## src/rtl/gnr_attractor_ctrl.sv

```systemverilog
// Sequencing controller for the GNR node array. It loads the nodes, runs Floyd
// cycle detection with tortoise (s0) and hare (s1) step enables, then freezes
// the tortoise and counts hare steps to measure the attractor period.
// Optional build macro GNR_ATTRACTOR_CAPTURE_EN adds the attractor_state output.
module gnr_attractor_ctrl #(
  parameter int unsigned N_NODES   = 8,
  parameter int unsigned CNT_W     = 16,
  parameter int unsigned MAX_STEPS = 16'hFFFF
) (
  input  logic               clk,
  input  logic               rst,
  input  logic               start,
  input  logic [N_NODES-1:0] init_vec,
  input  logic [N_NODES-1:0] s0_vec,
  input  logic [N_NODES-1:0] s1_vec,
  output logic               reset_nos,
  output logic [N_NODES-1:0] init_state,
  output logic               start_s0,
  output logic               start_s1,
  output logic               busy,
  output logic               done,
  output logic               found,
  output logic               timeout,
  output logic [CNT_W-1:0]   steps,
`ifdef GNR_ATTRACTOR_CAPTURE_EN
  output logic [CNT_W-1:0]   period,
  output logic [N_NODES-1:0] attractor_state
`else
  output logic [CNT_W-1:0]   period
`endif
);

  typedef enum logic [2:0] {
    StIdle,
    StInit,
    StSearch,
    StMeasure,
    StDone
  } state_e;

  localparam logic [CNT_W-1:0] MaxCnt = CNT_W'(MAX_STEPS);
  localparam logic [CNT_W-1:0] CntOne = CNT_W'(1);

  state_e             r_state, w_state_next;
  logic [CNT_W-1:0]   r_steps, w_steps_next;
  logic [CNT_W-1:0]   r_period, w_period_next;
  logic               r_found, w_found_next;
  logic               r_timeout, w_timeout_next;
  logic [N_NODES-1:0] r_init, w_init_next;
  logic [N_NODES-1:0] r_ref, w_ref_next;
  logic               w_match;
  logic               w_pmatch;
  logic               w_accept;
  logic               w_capture;

  // Hare caught tortoise; steps==0 excluded since both still hold init_vec.
  assign w_match  = (s0_vec == s1_vec) && (r_steps != '0);
  // Hare back at the reference point after at least one step.
  assign w_pmatch = (s1_vec == r_ref) && (r_period != '0);

  // Next-state, counters and combinational node strobes.
  always_comb begin
    w_state_next   = r_state;
    w_steps_next   = r_steps;
    w_period_next  = r_period;
    w_found_next   = r_found;
    w_timeout_next = r_timeout;
    w_init_next    = r_init;
    w_ref_next     = r_ref;
    w_accept       = 1'b0;
    w_capture      = 1'b0;
    reset_nos      = 1'b0;
    start_s0       = 1'b0;
    start_s1       = 1'b0;
    unique case (r_state)
      StIdle: begin
        if (start) begin
          w_accept       = 1'b1;
          w_init_next    = init_vec;
          w_steps_next   = '0;
          w_period_next  = '0;
          w_found_next   = 1'b0;
          w_timeout_next = 1'b0;
          w_state_next   = StInit;
        end
      end
      StInit: begin
        reset_nos    = 1'b1;
        w_state_next = StSearch;
      end
      StSearch: begin
        if (w_match) begin
          w_capture     = 1'b1;
          w_ref_next    = s0_vec;
          w_period_next = '0;
          w_state_next  = StMeasure;
        end else if (r_steps == MaxCnt) begin
          w_timeout_next = 1'b1;
          w_state_next   = StDone;
        end else begin
          start_s0     = 1'b1;
          start_s1     = 1'b1;
          w_steps_next = r_steps + CntOne;
        end
      end
      StMeasure: begin
        if (w_pmatch) begin
          w_found_next = 1'b1;
          w_state_next = StDone;
        end else if (r_period == MaxCnt) begin
          w_timeout_next = 1'b1;
          w_state_next   = StDone;
        end else begin
          start_s1      = 1'b1;
          w_period_next = r_period + CntOne;
        end
      end
      StDone: begin
        w_state_next = StIdle;
      end
      default: begin
        w_state_next = StIdle;
      end
    endcase
  end

  // State, counters, result flags and latched init/reference vectors.
  always_ff @(posedge clk or negedge rst) begin
    if (!rst) begin
      r_state   <= StIdle;
      r_steps   <= '0;
      r_period  <= '0;
      r_found   <= 1'b0;
      r_timeout <= 1'b0;
      r_init    <= '0;
      r_ref     <= '0;
    end else begin
      r_state   <= w_state_next;
      r_steps   <= w_steps_next;
      r_period  <= w_period_next;
      r_found   <= w_found_next;
      r_timeout <= w_timeout_next;
      r_init    <= w_init_next;
      r_ref     <= w_ref_next;
    end
  end

`ifdef GNR_ATTRACTOR_CAPTURE_EN
  logic [N_NODES-1:0] r_attr;

  // Snapshot of the detected attractor point, cleared on each new run.
  always_ff @(posedge clk or negedge rst) begin
    if (!rst) begin
      r_attr <= '0;
    end else if (w_accept) begin
      r_attr <= '0;
    end else if (w_capture) begin
      r_attr <= s0_vec;
    end
  end

  assign attractor_state = r_attr;
`else
  logic w_unused;
  assign w_unused = w_accept ^ w_capture;
`endif

  assign busy       = (r_state == StInit) || (r_state == StSearch) || (r_state == StMeasure);
  assign done       = (r_state == StDone);
  assign found      = r_found;
  assign timeout    = r_timeout;
  assign steps      = r_steps;
  assign period     = r_period;
  assign init_state = r_init;

endmodule

```

## config.mk

```make
export PLATFORM = sky130hd
export DESIGN_NAME = gnr_attractor_ctrl
export DESIGN_NICKNAME = d
export VERILOG_FILES = /design/src/rtl/gnr_attractor_ctrl.sv
export SDC_FILE = /design/constraint.sdc
export NUM_CORES = 1
export LEC_CHECK = 0
export CAP_MARGIN = 20
export CORE_MARGIN = 2
export CORE_UTILIZATION = 40
export DETAILED_ROUTE_END_ITERATION = 7
export GPL_ROUTABILITY_DRIVEN = 0
export PLACE_DENSITY = 0.73
export SLEW_MARGIN = 20
export SYNTH_ARGS = -nofsm -noshare
export SYNTH_HDL_FRONTEND = slang
export SYNTH_SLANG_ARGS = --single-unit
```

## constraint.sdc

```tcl
create_clock -name clk -period 2.7 [get_ports clk]
set_input_delay 0.27 -clock clk [delete_from_list [all_inputs] [get_ports clk]]
set_output_delay 0.27 -clock clk [all_outputs]
set_load 0.1 [all_outputs]
```

; Yosys cells after proc, flatten, opt, wreduce, memory -nomap -nowiden
; Index checks and enable logic that the tools add are counted.
[totals]
wordCells = 74
latchBits = 0
romBits = 0
ramBits = 0
regBits = 53
in_bits = 27
memories = 0
output_inout_bits = 47
[op_classes]
shifts = 0
add_sub_neg = 2
bitwise_logic = 0
n_lt_le_gt_ge = 0
div_mod_pow = 0
muxes = 29
reduce_logical = 17
n_mul = 0
eq_ne = 19
[op_table]
columns = op, n
row1 = 2-to-1 mux 16 bit, 6
row2 = case mux 16 bit (3 select lines), 1
row3 = adder 16 x 1 -> 16 bit (second input constant), 2
row4 = == test 16 bit (second input constant), 2
row5 = case mux 16 bit (2 select lines), 1
row6 = nonzero test 16 bit, 2
row7 = inequality test 2 bit (second input constant), 9
row8 = == test 8 bit, 2
row9 = 2-to-1 mux 3 bit, 5
row10 = 2-to-1 mux 1 bit, 12
row11 = case mux 3 bit (4 select lines), 1
row12 = == test 3 x 2 -> 1 bit (second input constant), 2
row13 = inequality test 3 bit (second input constant), 2
row14 = AND reduction 3 bit, 2
row15 = AND reduction 6 bit, 1
row16 = AND reduction 5 bit, 1
row17 = case mux 1 bit (2 select lines), 2
row18 = AND reduction 2 bit, 2
row19 = AND reduction 4 bit, 1
row20 = nonzero test 2 bit, 2
row21 = == test 3 x 1 -> 1 bit (second input constant), 1
row22 = == test 3 bit (second input constant), 1
row23 = logical NOT 3 bit, 1
row24 = case mux 1 bit (3 select lines), 1
row25 = 3 further kinds, 5

; Longest topological paths before layout
[depth]
depth_word = 4
ltp_mapped = 11
depth_no_buf = 9

; Worst setup path before layout
; No wires, ideal clock.
[synth_timing]
path_kind = reg2out
start = reg r_steps[0], in the netlist steps[0]
end = out start_s1
path_buffers = 1
arrival_time_ns = 3.005
path_slack_ns = -0.575
stages_incl_launch_ff = 8
cell_sequence = dfrtp_1 > ha_1 > nand3_1 > or4_4 > o31ai_2 > or2_1 > buf_4 > nand2_1
[synth_between]
elab_chain_cells = 4
elab_cells_between_ends = 6
[synth_lines]
columns = element, line
row1 = from (decl), 45  ; logic [CNT_W-1:0] r_steps, w_steps_next;
row2 = from (signal assigned), 139  ; r_steps <= w_steps_next;
row3 = == test 16 bit or nonzero test 16 bit (tied branches), "97, 57"
row4 = 2-to-1 mux 1 bit or logical AND 1 bit (tied branches), "97, 57"
row5 = 2-to-1 mux 1 bit (*), 92  ; if (w_match) begin
row6 = case mux 1 bit (2 select lines) (*), 75  ; unique case (r_state)
row7 = to (decl), 19  ; output logic start_s1,
; Mark *: on every way between the ends. The rest lies on a longest branch, timed or not.

; Worst setup path after layout
[layout_timing]
start = reg r_steps[0], in the netlist steps[0]
end = out start_s0
[layout_between]
elab_chain_cells = 4
elab_cells_between_ends = 6
[layout_lines]
columns = element, line
row1 = == test 16 bit or nonzero test 16 bit (tied branches), "97, 57"
row2 = 2-to-1 mux 1 bit or logical AND 1 bit (tied branches), "97, 57"
row3 = 2-to-1 mux 1 bit (*), 92
row4 = 2-to-1 mux 1 bit (*), 75
row5 = to (decl), 18  ; output logic start_s0,
; Marked as above.

==> flow_summary.toml <==
[power_and_ir_drop]
p_leak_nw = 1.73
power_density_nw_per_um2 = 1030
peakVddDrop_mv = 0.608

[setup_path]
slowest_delay_ns = 0.52
crit_fanout = 13
crit_chain = "inv_1 > ha_1 > nor3b_1 > and4_1 > nor3_1 > or2_4 > inv_2 > buf_12"
cpMaxStageDelayCell = "dfrtp_4"
crit_path_start_kind = "register"
critPathArrivalTime_ns = 2.32
crit_type = "reg2out"
required_ns = 2.43
endpoint_kind = "output pin"

[global_route]
antenna_found_initial = 0
grt_max_degree = 20
groute.usage.overall_pct = 19.5
overflow = 0
grt_pass1_vias = 2570
grt_pass1_wl_um = 12300

[finish]
final_nets = 443
mostFrequentLayoutCells = "buf_4, nand2_1, dfrtp_1"
layout.cells.most_common = "buf_4"
antenna_cells = 0
stdcell_count = 512
area_growth_pct = 33.1
drive_above_1_share_pct = 25.7

[routing]
routedWlPerCell_um = 14.7
met1Wirelength_um = 3520
wl_met2_um = 3540
drc = 0
dr.first_iter.drc_count = 159
vias_per_cell = 5.33
met3_length_um = 368
ant_nets = 0
drt-total-wl_um = 7520
firstDrtPassIters = 4
highest_layer = "met4"
num_vias = 2729

[yosys]
syn-num-nets = 359
ys_types = 48
syn_inst = 328
ys_seq_area_share_pct = 45.4
async_flop_share_pct = 100
synth_warnings = 0
synth_edf_count = 0
syn_area_per_cell_um2 = 8.90
yosys_register_bits = 53
syn_area_um2 = 2920
synth_ff_type = "dfrtp_1"

[status]
status = "completed"

[cts]
cts_tree = "built"
clock_latency_ns = 0.31
clk_transition_reported_paths_ns = 0.10
cts-root-buf = "clkbuf_8"
cts_buffers = 5
htree_levels = 2
cts_max_path_buffers = 2
cts.sinks = 53

[sta]
fin_crit_ns = 2.59
tightest_slew_ns = 0.546
hold-worst-slack_ns = 0.411
setup-tns-final_ns = 0
max-slew-margin-rel_pct = 63.3
setup_viol = 0
finalCritPeriodShare_pct = 96.0
skew_ns = 0.0132
finalMaxSlewViolations = 0
hold_viol = 0
max_freq_ghz = 0.386
rsz0062_at_grt = "false"

[placement]
io_buffer_count = 73
place_inst = 501
hpwl_um = 5570

[floorplan]
dieHeight_um = 89.4
core_area_um2 = 7180
num_rows = 31
die_area_um2 = 8000
die_x_um = 89.4
start_util_pct = 40.7
ios = 74

[hold_path]
min_path_type = "in2async"

[flow_run]
maxCapViolations = 0
[stage by stage]
stage | total power [mW] | util, % | area [um2] | setup WS (ns)
2_1_floorplan | 2.79 | - | 2950 | 0.0283
3_3_place_gp | 3.35 | 52.0 | 3730 | 0.202
3_5_place_dp | 3.38 | 52.0 | 3730 | 0.166
4_1_cts | 4.01 | 54.1 | 3880 | 0.114
5_1_grt | 4.20 | 54.2 | 3890 | 0.00209
6_report | 3.99 | 54.2 | 3890 | 0.107
[timing repair]
item	4_1_cts	5_1_grt
hold buffers	1	0
setup buffers	2	0
pin swaps	2	1
hold endpoints to repair	16	0
setup endpoints to repair	2	1
resized for setup	1	1
[Yosys cell counts, types with 3 or more instances]
master / number / share of area (%)
o21ai_0: 32 / 5.5
clkbuf_1: 4 / 0.51
nor3_1: 10 / 1.7
nand3b_1: 3 / 0.77
nand3_1: 19 / 3.3
and2_1: 5 / 1.1
nand4_1: 8 / 1.7
a21oi_1: 11 / 1.9
mux2_2: 8 / 3.1
ha_1: 4 / 1.7
buf_2: 4 / 0.69
xor2_1: 8 / 2.4
dfrtp_1: 53 / 45
or3_1: 3 / 0.64
inv_1: 11 / 1.4
and3_1: 4 / 0.86
o21ai_1: 6 / 1.0
nor4_1: 7 / 1.5
or4_1: 4 / 1.0
o31ai_1: 6 / 1.5
nand2_1: 53 / 6.8
nor2_1: 24 / 3.1
xnor2_1: 8 / 2.4
a31oi_1: 5 / 1.1
[worst paths after layout]
kind | from | end | slack [ns] | depth (start not counted)
max in group asynchronous | rst | period[1]$_DFFE_PN0P_ | 1.67 | 3
worst max register to register | steps[0]$_DFFE_PN0P_ | steps[15]$_DFFE_PN0P_ | 0.38 | 9
min in group clk | init_vec[0] | init_state[0]$_DFFE_PN0P_ | 0.47 | 3
worst min-delay path | rst | steps[0]$_DFFE_PN0P_ | 0.41 | 2
worst min register to register | init_state[0]$_DFFE_PN0P_ | init_state[0]$_DFFE_PN0P_ | 0.49 | 2
worst max-delay path | steps[0]$_DFFE_PN0P_ | start_s0 | 0.11 | 8
[kinds of logic after synthesis]
family,share of synthesized area (%)
adder cells (fa/ha/maj),1.71
XOR/XNOR,4.80
AO/OA/AOI/OAI,15.4
AND/OR/NAND/NOR,25.8
multiplexers,3.08
buffers and inverters,3.77
flip-flops,45.4
[layout make-up]
class / count / area, um2
repair buffers: 88 / 748
clock inverters: 2 / 37.5
fillers: 675 / 3290
clock buffers: 6 / 82.6
multi-input cells: 252 / 1500
flip-flops and latches: 53 / 1350
inverters: 12 / 45.0
well taps: 99 / 124
[report_power, final]
part           switching (mW)  leakage, nW  internal [mW]
Clock                   0.282       0.0574          0.302
Combinational            1.70        0.980          0.639
Sequential              0.136        0.694          0.937
Total                    2.12         1.73           1.88
[flip-flops by register name, indices dropped and copies added, names as in the netlist]
signal      cells
steps          16
r_state         3
period         16
r_ref           8
timeout         1
init_state      8
found           1
[per-layer routing]
layer,GRT usage [%],up-vias
met4,4.48,0
li1,-,1338
met1,27.2,1314
met3,4.25,9
met5,0,-
met2,31.0,68
[critical path: cells and delay by family, from the launching register on]
| family | cells | cell delay (ns) |
|---|---|---|
| flip-flops | 1 | 0.52 |
| adder cells (fa/ha/maj) | 1 | 0.14 |
| AND/OR/NAND/NOR | 4 | 0.85 |
| buffers and inverters | 3 | 0.51 |
No activity file was read; power rests on OpenSTA's default activity.
